## config.mk

```make
export PLATFORM = sky130hd
export DESIGN_NAME = keypad_scan
export DESIGN_NICKNAME = d
export VERILOG_FILES = /design/src/rtl/keypad_scan.sv
export SDC_FILE = /design/constraint.sdc
export NUM_CORES = 1
export LEC_CHECK = 0
export CAP_MARGIN = 20
export CORE_ASPECT_RATIO = 1.5
export CORE_MARGIN = 5
export CORE_UTILIZATION = 60
export CTS_BUF_LIST = sky130_fd_sc_hd__clkbuf_8
export DETAILED_ROUTE_END_ITERATION = 16
export PLACE_DENSITY = 0.82
export SLEW_MARGIN = 40
export SYNTH_ARGS = -nofsm -noshare
export SYNTH_HDL_FRONTEND = slang
export SYNTH_SLANG_ARGS = --single-unit
export TNS_END_PERCENT = 10
```

## constraint.sdc

```tcl
create_clock -name clk_i -period 22.8 [get_ports clk_i]
set_clock_uncertainty 0.15 [all_clocks]
set_input_delay 3.42 -clock clk_i [delete_from_list [all_inputs] [get_ports clk_i]]
set_output_delay 3.42 -clock clk_i [all_outputs]
set_load 0.05 [all_outputs]
```

## src/rtl/keypad_scan.sv

```systemverilog
// 4x4 matrix keypad scanner: row strobing, column sync, frame debounce,
// single-key event generation with no rollover.
module keypad_scan #(
  parameter int SCAN_DIV = 1000,
  parameter int DEBOUNCE = 4
) (
  input  logic       clk_i,
  input  logic       rstn_i,
  input  logic [3:0] col_i,
  output logic [3:0] row_o,
  output logic       key_valid_o,
  output logic [3:0] key_code_o,
  output logic       key_held_o
);

  localparam int SW = (SCAN_DIV > 1) ? $clog2(SCAN_DIV) : 1;
  localparam int CW = $clog2(DEBOUNCE + 1);
  localparam logic [SW-1:0] SLOT_LAST = SW'(SCAN_DIV - 1);
  localparam logic [CW-1:0] DEB_MAX   = CW'(DEBOUNCE);
  localparam logic [CW-1:0] DEB_LAST  = CW'(DEBOUNCE - 1);

  typedef enum logic [1:0] {
    S_UP   = 2'd0,
    S_DOWN = 2'd1,
    S_JAM  = 2'd2
  } state_t;

  logic [3:0]    r_sync1;
  logic [3:0]    r_sync2;
  logic [SW-1:0] r_slot;
  logic [1:0]    r_row_idx;
  logic [3:0]    r_row;
  logic [15:0]   r_frame;
  logic [15:0]   r_prev;
  logic [15:0]   r_deb;
  logic [CW-1:0] r_cnt;
  state_t        r_state;
  logic          r_valid;
  logic [3:0]    r_code;
  logic          r_held;

  logic [3:0]    w_col;
  logic          w_slot_end;
  logic          w_frame_end;
  logic [1:0]    w_row_nxt;
  logic [15:0]   w_frame;
  logic [4:0]    w_ones;
  logic [3:0]    w_idx;
  logic          w_none;
  logic          w_single;
  logic          w_multi;
  state_t        w_state_nxt;
  logic          w_valid_nxt;
  logic [3:0]    w_code_nxt;

  assign w_col       = ~r_sync2;
  assign w_slot_end  = (r_slot == SLOT_LAST);
  assign w_frame_end = w_slot_end && (r_row_idx == 2'd3);
  assign w_row_nxt   = r_row_idx + 2'd1;

  // Frame as it stands including the row being sampled this cycle
  always_comb begin
    w_frame = r_frame;
    w_frame[{r_row_idx, 2'b00} +: 4] = w_col;
  end

  // Sync FFs idle high so reset does not look like all keys pressed
  always_ff @(posedge clk_i or negedge rstn_i) begin
    if (!rstn_i) begin
      r_sync1 <= 4'hF;
      r_sync2 <= 4'hF;
    end else begin
      r_sync1 <= col_i;
      r_sync2 <= r_sync1;
    end
  end

  always_ff @(posedge clk_i or negedge rstn_i) begin
    if (!rstn_i) begin
      r_slot    <= '0;
      r_row_idx <= 2'd0;
      r_row     <= 4'b1110;
      r_frame   <= '0;
    end else if (w_slot_end) begin
      r_slot    <= '0;
      r_row_idx <= w_row_nxt;
      r_row     <= ~(4'b0001 << w_row_nxt);
      r_frame   <= w_frame;
    end else begin
      r_slot    <= r_slot + SW'(1);
    end
  end

  always_ff @(posedge clk_i or negedge rstn_i) begin
    if (!rstn_i) begin
      r_prev <= '0;
      r_deb  <= '0;
      r_cnt  <= '0;
    end else if (w_frame_end) begin
      r_prev <= w_frame;
      if (w_frame == r_prev) begin
        if (r_cnt != DEB_MAX) begin
          r_cnt <= r_cnt + CW'(1);
          if (r_cnt == DEB_LAST) begin
            r_deb <= w_frame;
          end
        end
      end else begin
        r_cnt <= '0;
      end
    end
  end

  always_comb begin
    w_ones = 5'd0;
    w_idx  = 4'd0;
    for (int i = 0; i < 16; i++) begin
      if (r_deb[i]) begin
        w_ones = w_ones + 5'd1;
        w_idx  = 4'(i);
      end
    end
  end

  assign w_none   = (w_ones == 5'd0);
  assign w_single = (w_ones == 5'd1);
  assign w_multi  = (w_ones > 5'd1);

  always_comb begin
    w_state_nxt = r_state;
    w_valid_nxt = 1'b0;
    w_code_nxt  = r_code;
    unique case (r_state)
      S_UP: begin
        unique case (1'b1)
          w_multi: w_state_nxt = S_JAM;
          w_single: begin
            w_state_nxt = S_DOWN;
            w_valid_nxt = 1'b1;
            w_code_nxt  = w_idx;
          end
          default: w_state_nxt = S_UP;
        endcase
      end
      S_DOWN: begin
        unique case (1'b1)
          w_none:  w_state_nxt = S_UP;
          w_multi: w_state_nxt = S_JAM;
          default: w_state_nxt = S_DOWN;
        endcase
      end
      S_JAM: begin
        if (w_none) begin
          w_state_nxt = S_UP;
        end
      end
      default: w_state_nxt = S_UP;
    endcase
  end

  always_ff @(posedge clk_i or negedge rstn_i) begin
    if (!rstn_i) begin
      r_state <= S_UP;
      r_valid <= 1'b0;
      r_code  <= 4'd0;
      r_held  <= 1'b0;
    end else begin
      r_state <= w_state_nxt;
      r_valid <= w_valid_nxt;
      r_code  <= w_code_nxt;
      r_held  <= |r_deb;
    end
  end

  assign row_o       = r_row;
  assign key_valid_o = r_valid;
  assign key_code_o  = r_code;
  assign key_held_o  = r_held;

endmodule
```

==> Word-level counts from Yosys, hierarchy flattened <==
Cells that the tools add are included.
{ "classes": {"reduce_logical": 7, "shifts": 3, "n_bitwise": 2, "eq_ne": 10, "n_mux": 41, "order_cmp": 1, "n_addsub": 19} }
{ "ops": {"columns": ["operator", "count"], "rows": [
  ["5-bit 2-to-1 mux", 15],
  ["5-bit by 1-bit adder with 5-bit output (second input constant)", 14],
  ["4-bit 2-to-1 mux", 10],
  ["16-bit bitwise mux", 1],
  ["16-bit == test", 1],
  ["16-bit OR reduction", 1],
  ["4-bit by 6-bit variable shift with 16-bit output (first input constant)", 1],
  ["4-bit by 6-bit variable part select with 16-bit output", 1],
  ["3-bit 2-to-1 mux", 4],
  ["10-bit by 1-bit adder with 10-bit output (second input constant)", 1],
  ["10-bit == test (second input constant)", 1],
  ["10-bit 2-to-1 mux", 1],
  ["4-bit NOT", 2],
  ["2-bit one-hot mux with 2 select lines", 2],
  ["2-bit 2-to-1 mux", 3],
  ["4-bit negator with 6-bit output", 1],
  ["2-bit one-hot mux with 3 select lines", 1],
  ["5-bit by 1-bit == test with 1-bit output (second input constant)", 1],
  ["5-bit by 1-bit greater-than comparator with 1-bit output (second input constant)", 1],
  ["5-bit logical NOT", 1],
  ["2-bit == test (second input constant)", 2],
  ["1-bit 2-to-1 mux", 4],
  ["2-bit AND reduction", 2],
  ["4-bit AND reduction", 1],
  ["11 further kinds", 11]
]} }
{ "totals": {"output_inout_bits": 10, "wordCells": 96, "input_bits": 6, "ff_bits": 83} }

==> Longest topological paths before layout <==
{ "depth": {"depth_word": 34, "ltp_mapped": 45, "mapped_depth_nobuf": 45} }

==> Worst setup path before layout <==
No wires, ideal clock.
{ "synth_timing": {"path_kind": "reg2reg", "start": "reg r_deb[0]", "end": "reg r_code[0], in the netlist key_code_o[0]", "required_ns": 22.525, "setup_time_ns": 0.125, "slack_ns": 13.877, "period_less_slack_ns": 8.923, "n_path_buf": 0, "path_stages_with_launch": 46, "arrival_time_ns": 8.648, "cell_sequence": "dfrtp_1 > inv_1 > ha_1 > xnor2_2 > inv_2 > ha_1 > nand2_1 > a21oi_1 > a31oi_1 > xor2_1 > mux2_2 > ha_1 > a221oi_1 > xor2_1 > mux2i_1 > ha_1 > o22ai_1 > o21bai_1 > (+10 left out) > o21ai_0 > nand2_1 > xor2_1 > a21oi_1 > ha_1 > mux2_2 > ha_1 > nand2_1 > xnor2_1 > xnor2_1 > and2_1 > o311a_1 > nor2_1 > mux2_2 > o21ba_1 > mux2i_1 > nor3_4 > mux2_2"} }
{ "synth_between": {"elab_chain_len": 33} }
{ "synth_rtl": {"columns": ["item", "line_no", "source"], "rows": [
  ["from (decl)", "35", "logic [15:0] r_deb;"],
  ["from (signal assigned)", "105", "r_deb <= w_frame;"],
  ["1-bit 2-to-1 mux *", "118", "if (r_deb[i]) begin"],
  ["1-bit by 1-bit adder with 2-bit output", "119", "w_ones = w_ones + 5'd1;"],
  ["5-bit 2-to-1 mux *", "118", null],
  ["5-bit by 1-bit adder with 5-bit output", "119", null],
  ["5-bit 2-to-1 mux *", "118", null],
  ["5-bit by 1-bit adder with 5-bit output", "119", null],
  ["5-bit 2-to-1 mux *", "118", null],
  ["5-bit by 1-bit adder with 5-bit output", "119", null],
  ["(+17 left out)", null, null],
  ["5-bit by 1-bit adder with 5-bit output", "119", null],
  ["5-bit 2-to-1 mux *", "118", null],
  ["5-bit by 1-bit adder with 5-bit output", "119", null],
  ["5-bit 2-to-1 mux *", "118", null],
  ["5-bit by 1-bit adder with 5-bit output", "119", null],
  ["5-bit 2-to-1 mux *", "118", null],
  ["5-bit by 1-bit == test with 1-bit output *", "126", "assign w_single = (w_ones == 5'd1);"],
  ["2-bit AND reduction (no source line) *", null, null],
  ["to (signal assigned)", "170", "r_code <= w_code_nxt;"],
  ["to (decl)", "39", "logic [3:0] r_code;"]
]} }
Mark *: on every way between the ends. The rest lies on a longest branch, timed or not.
A chain may end at the register's enable or synchronous reset.

==> Final worst setup path <==
{ "layout_timing": {"start": "reg r_deb[0]", "end": "reg r_code[2], in the netlist key_code_o[2]"} }
The elaborated chain is that of the path after synthesis.

==> results.yml <==
setup_path:
  cp-start-kind: "register"
  crit_fanout: 6
  crit_buf_inv: 2
  critPathKind: "reg -> reg"
  path_delay_family: "adder cells"
  cpPeakStageDelay_ns: 0.43
  slowest_stage: "a221oi_1"
  endpoint_kind: "register"
  r2r_start: "r_deb[0]"
  cp.required_ns: 22.90
  startpoint: "r_deb[0]"
  cpMostUsedCell: "ha_1"
  arrival_ns: 9.84
timing:
  rsz0062_at_grt: "no"
  period_share_pct: 42.7
  maxSlewViolCount: 0
  tns_ns: 0
  fmax_mhz: 103
  setup_ws_ns: 13.06
  fin_hold_ws_ns: 0.210
  hold_viol_final: 0
  fin_crit_ns: 9.74
  setup_viol: 0
  relSlewSlack_pct: 52.1
  worstMarginPinSlew_ns: 0.719
routing:
  route.final.wire_length_um: 11000
  wl_per_cell_um: 15.2
  drtIter0Drc: 132
  drt-pass1-iter-count: 4
  drc: 0
  ant_nets: 0
  drt-vias-per-instance: 5.73
  vias: 4148
synth:
  async_flop_share_pct: 100
  synth_flop_cell: "dfrtp_1"
  synth_area_um2: 5530
  seq_area_frac_synth_pct: 37.8
  ys_seq_elements: 83
  synth_edf_count: 0
  synth_area_leader_cell: "dfrtp_1"
  avgSynthCellArea_um2: 9.08
  syn-instance-count: 609
  yosysWarnings: 0
  post_synth_main_area_contributors: "dfrtp_1 (33%), nand2_1 (6.2%), o21ai_0 (6.1%)"
  yosys.area.top_type_share_pct: 32.6
  syn-num-nets: 641
  ys_types: 61
cts:
  cts.clk_slew.worst_paths_ns: 0.08
  cts_setup_buffers: 0
  cts_resized: 0
  hold_buffers: 0
  clock_path_buffers: 2
  cts_made_buffers: 9
  h-tree-depth: 3
  cts_tree: "built"
  clkLatencyLatePin_ns: 0.36
  cts.sinks: 83
  cts-root-buf: "clkbuf_8"
pwr:
  ir_drop_uv: 80.8
  leakage_nw: 2.73
  finalPower_uw: 279
  internal-power_uw: 224
  clockPowerShare_pct: 45.0
  pwr_density_cell_nw_per_um2: 46.9
  netSwitchingPower_uw: 54.4
  netSwitchingFraction_pct: 19.5
  seq_power_share_pct: 53.3
  p_comb_share_pct: 1.7
finish:
  fin_nets: 639
  final_util_pct: 65.1
  layout_common_cells: "nand2_1 (90), dfrtp_1 (72), o21ai_0 (67), nor2_1 (45), xnor2_1 (36)"
  regArea_um2: 2090
  layout_commonest_cell: "nand2_1"
  nFillCells: 757
  final_area_um2: 5950
  multi_input_area_um2: 3250
  diodes: 0
  post_route_cells_drive_above_1_share_pct: 8.99
  areaGrowthSynthToFinish_pct: 7.62
  final_cells: 724
global_route:
  grt_pass1_vias: 4215
  grt_max_degree: 84
  track_usage_pct: 21.5
  grt_pass1_wl_um: 19200
  antenna_found_initial: 0
  overflow: 0
min_path:
  hold_class: "reg -> reg"
  hold_start: "r_sync1[2]"
floorplanning:
  core_um2: 9150
  die_h_um: 128
  rows: 43
  io_pins: 16
  fp.dieW_um: 88.4
  start_util_pct: 60.5
  die-area_um2: 11300
flow_run:
  maxCapViolCount: 0
place:
  port_buffers: 15
  dp_cells: 708
  dpl.hpwl_um: 8260
  gp_congestion: 0.894
  place_area_um2: 5710
  post-place-ws_ns: 13.06
outcome:
  status: "finished clean"
## cell families after synthesis
logic type | Yosys count | synth area share, %
AOI/OAI and AO/OA | 137 | 14.8
xor gates and xnor gates | 77 | 15.1
adders and majority gates | 26 | 5.88
buffers and inverters | 49 | 3.71
DFF | 83 | 37.8
muxes | 22 | 4.19
and+or+nand+nor | 215 | 18.6
## flip-flops by register name, indices dropped and copies added, names as in the netlist
signal       count
r_slot          10
r_row_idx        2
r_deb           16
r_cnt            3
key_valid_o      1
r_sync1          4
key_held_o       1
row_o            4
r_sync2          4
r_prev          16
r_frame         16
r_state          2
key_code_o       4
## cell usage after synthesis, drive strengths merged (8+ instances only)
library cell	count
nand2	92
dfrtp	72
o21ai	67
nor2	45
xnor2	40
xor2	30
ha	26
a21oi	23
inv	21
clkbuf	20
nor2b	18
mux2i	13
nand3	13
a31oi	11
dfstp	11
mux2	9
buf	8
nand3b	8
## power groups by stage
stage               Combinational [mW]  Sequential [mW]  Clock (mW)
finish                         0.00461            0.149       0.126
global placement               0.00464            0.151           0
CTS                            0.00482            0.149       0.127
floorplan                     0.000837            0.151           0
global route                   0.00543            0.149       0.134
detailed placement             0.00480            0.152           0
## cell type report
class | count | area share, %
clock buffer | 10 | 2.31
clock inverter | 6 | 1.74
inverter | 21 | 1.32
multi-input combinational | 477 | 54.6
sequential | 83 | 35.1
tap | 112 | 2.35
timing repair buffer | 15 | 2.54
## final timing paths
check	endpoint	slack (ns)	cells past startpoint
worst max-delay path	key_code_o[2]	13.06	45
worst min-delay path	r_sync2[2]	0.21	0
worst max register to register	key_code_o[2]	13.06	45
worst min register to register	r_sync2[2]	0.21	0
max in group asynchronous	r_prev[2]	19.07	1
min in group asynchronous	r_slot[9]	2.94	1
## layer usage
| layer | track usage (%) | part of all wire, % | vias to the layer above |
|---|---|---|---|
| li1 | - | - | 2097 |
| met1 | 25.5 | 41 | 1979 |
| met3 | 2.71 | 1.6 | 23 |
| met2 | 38.3 | 55 | 49 |
| met4 | 8.99 | 2.9 | 0 |
| met5 | 0 | 0 | - |
No activity file was read; power rests on OpenSTA's default activity.
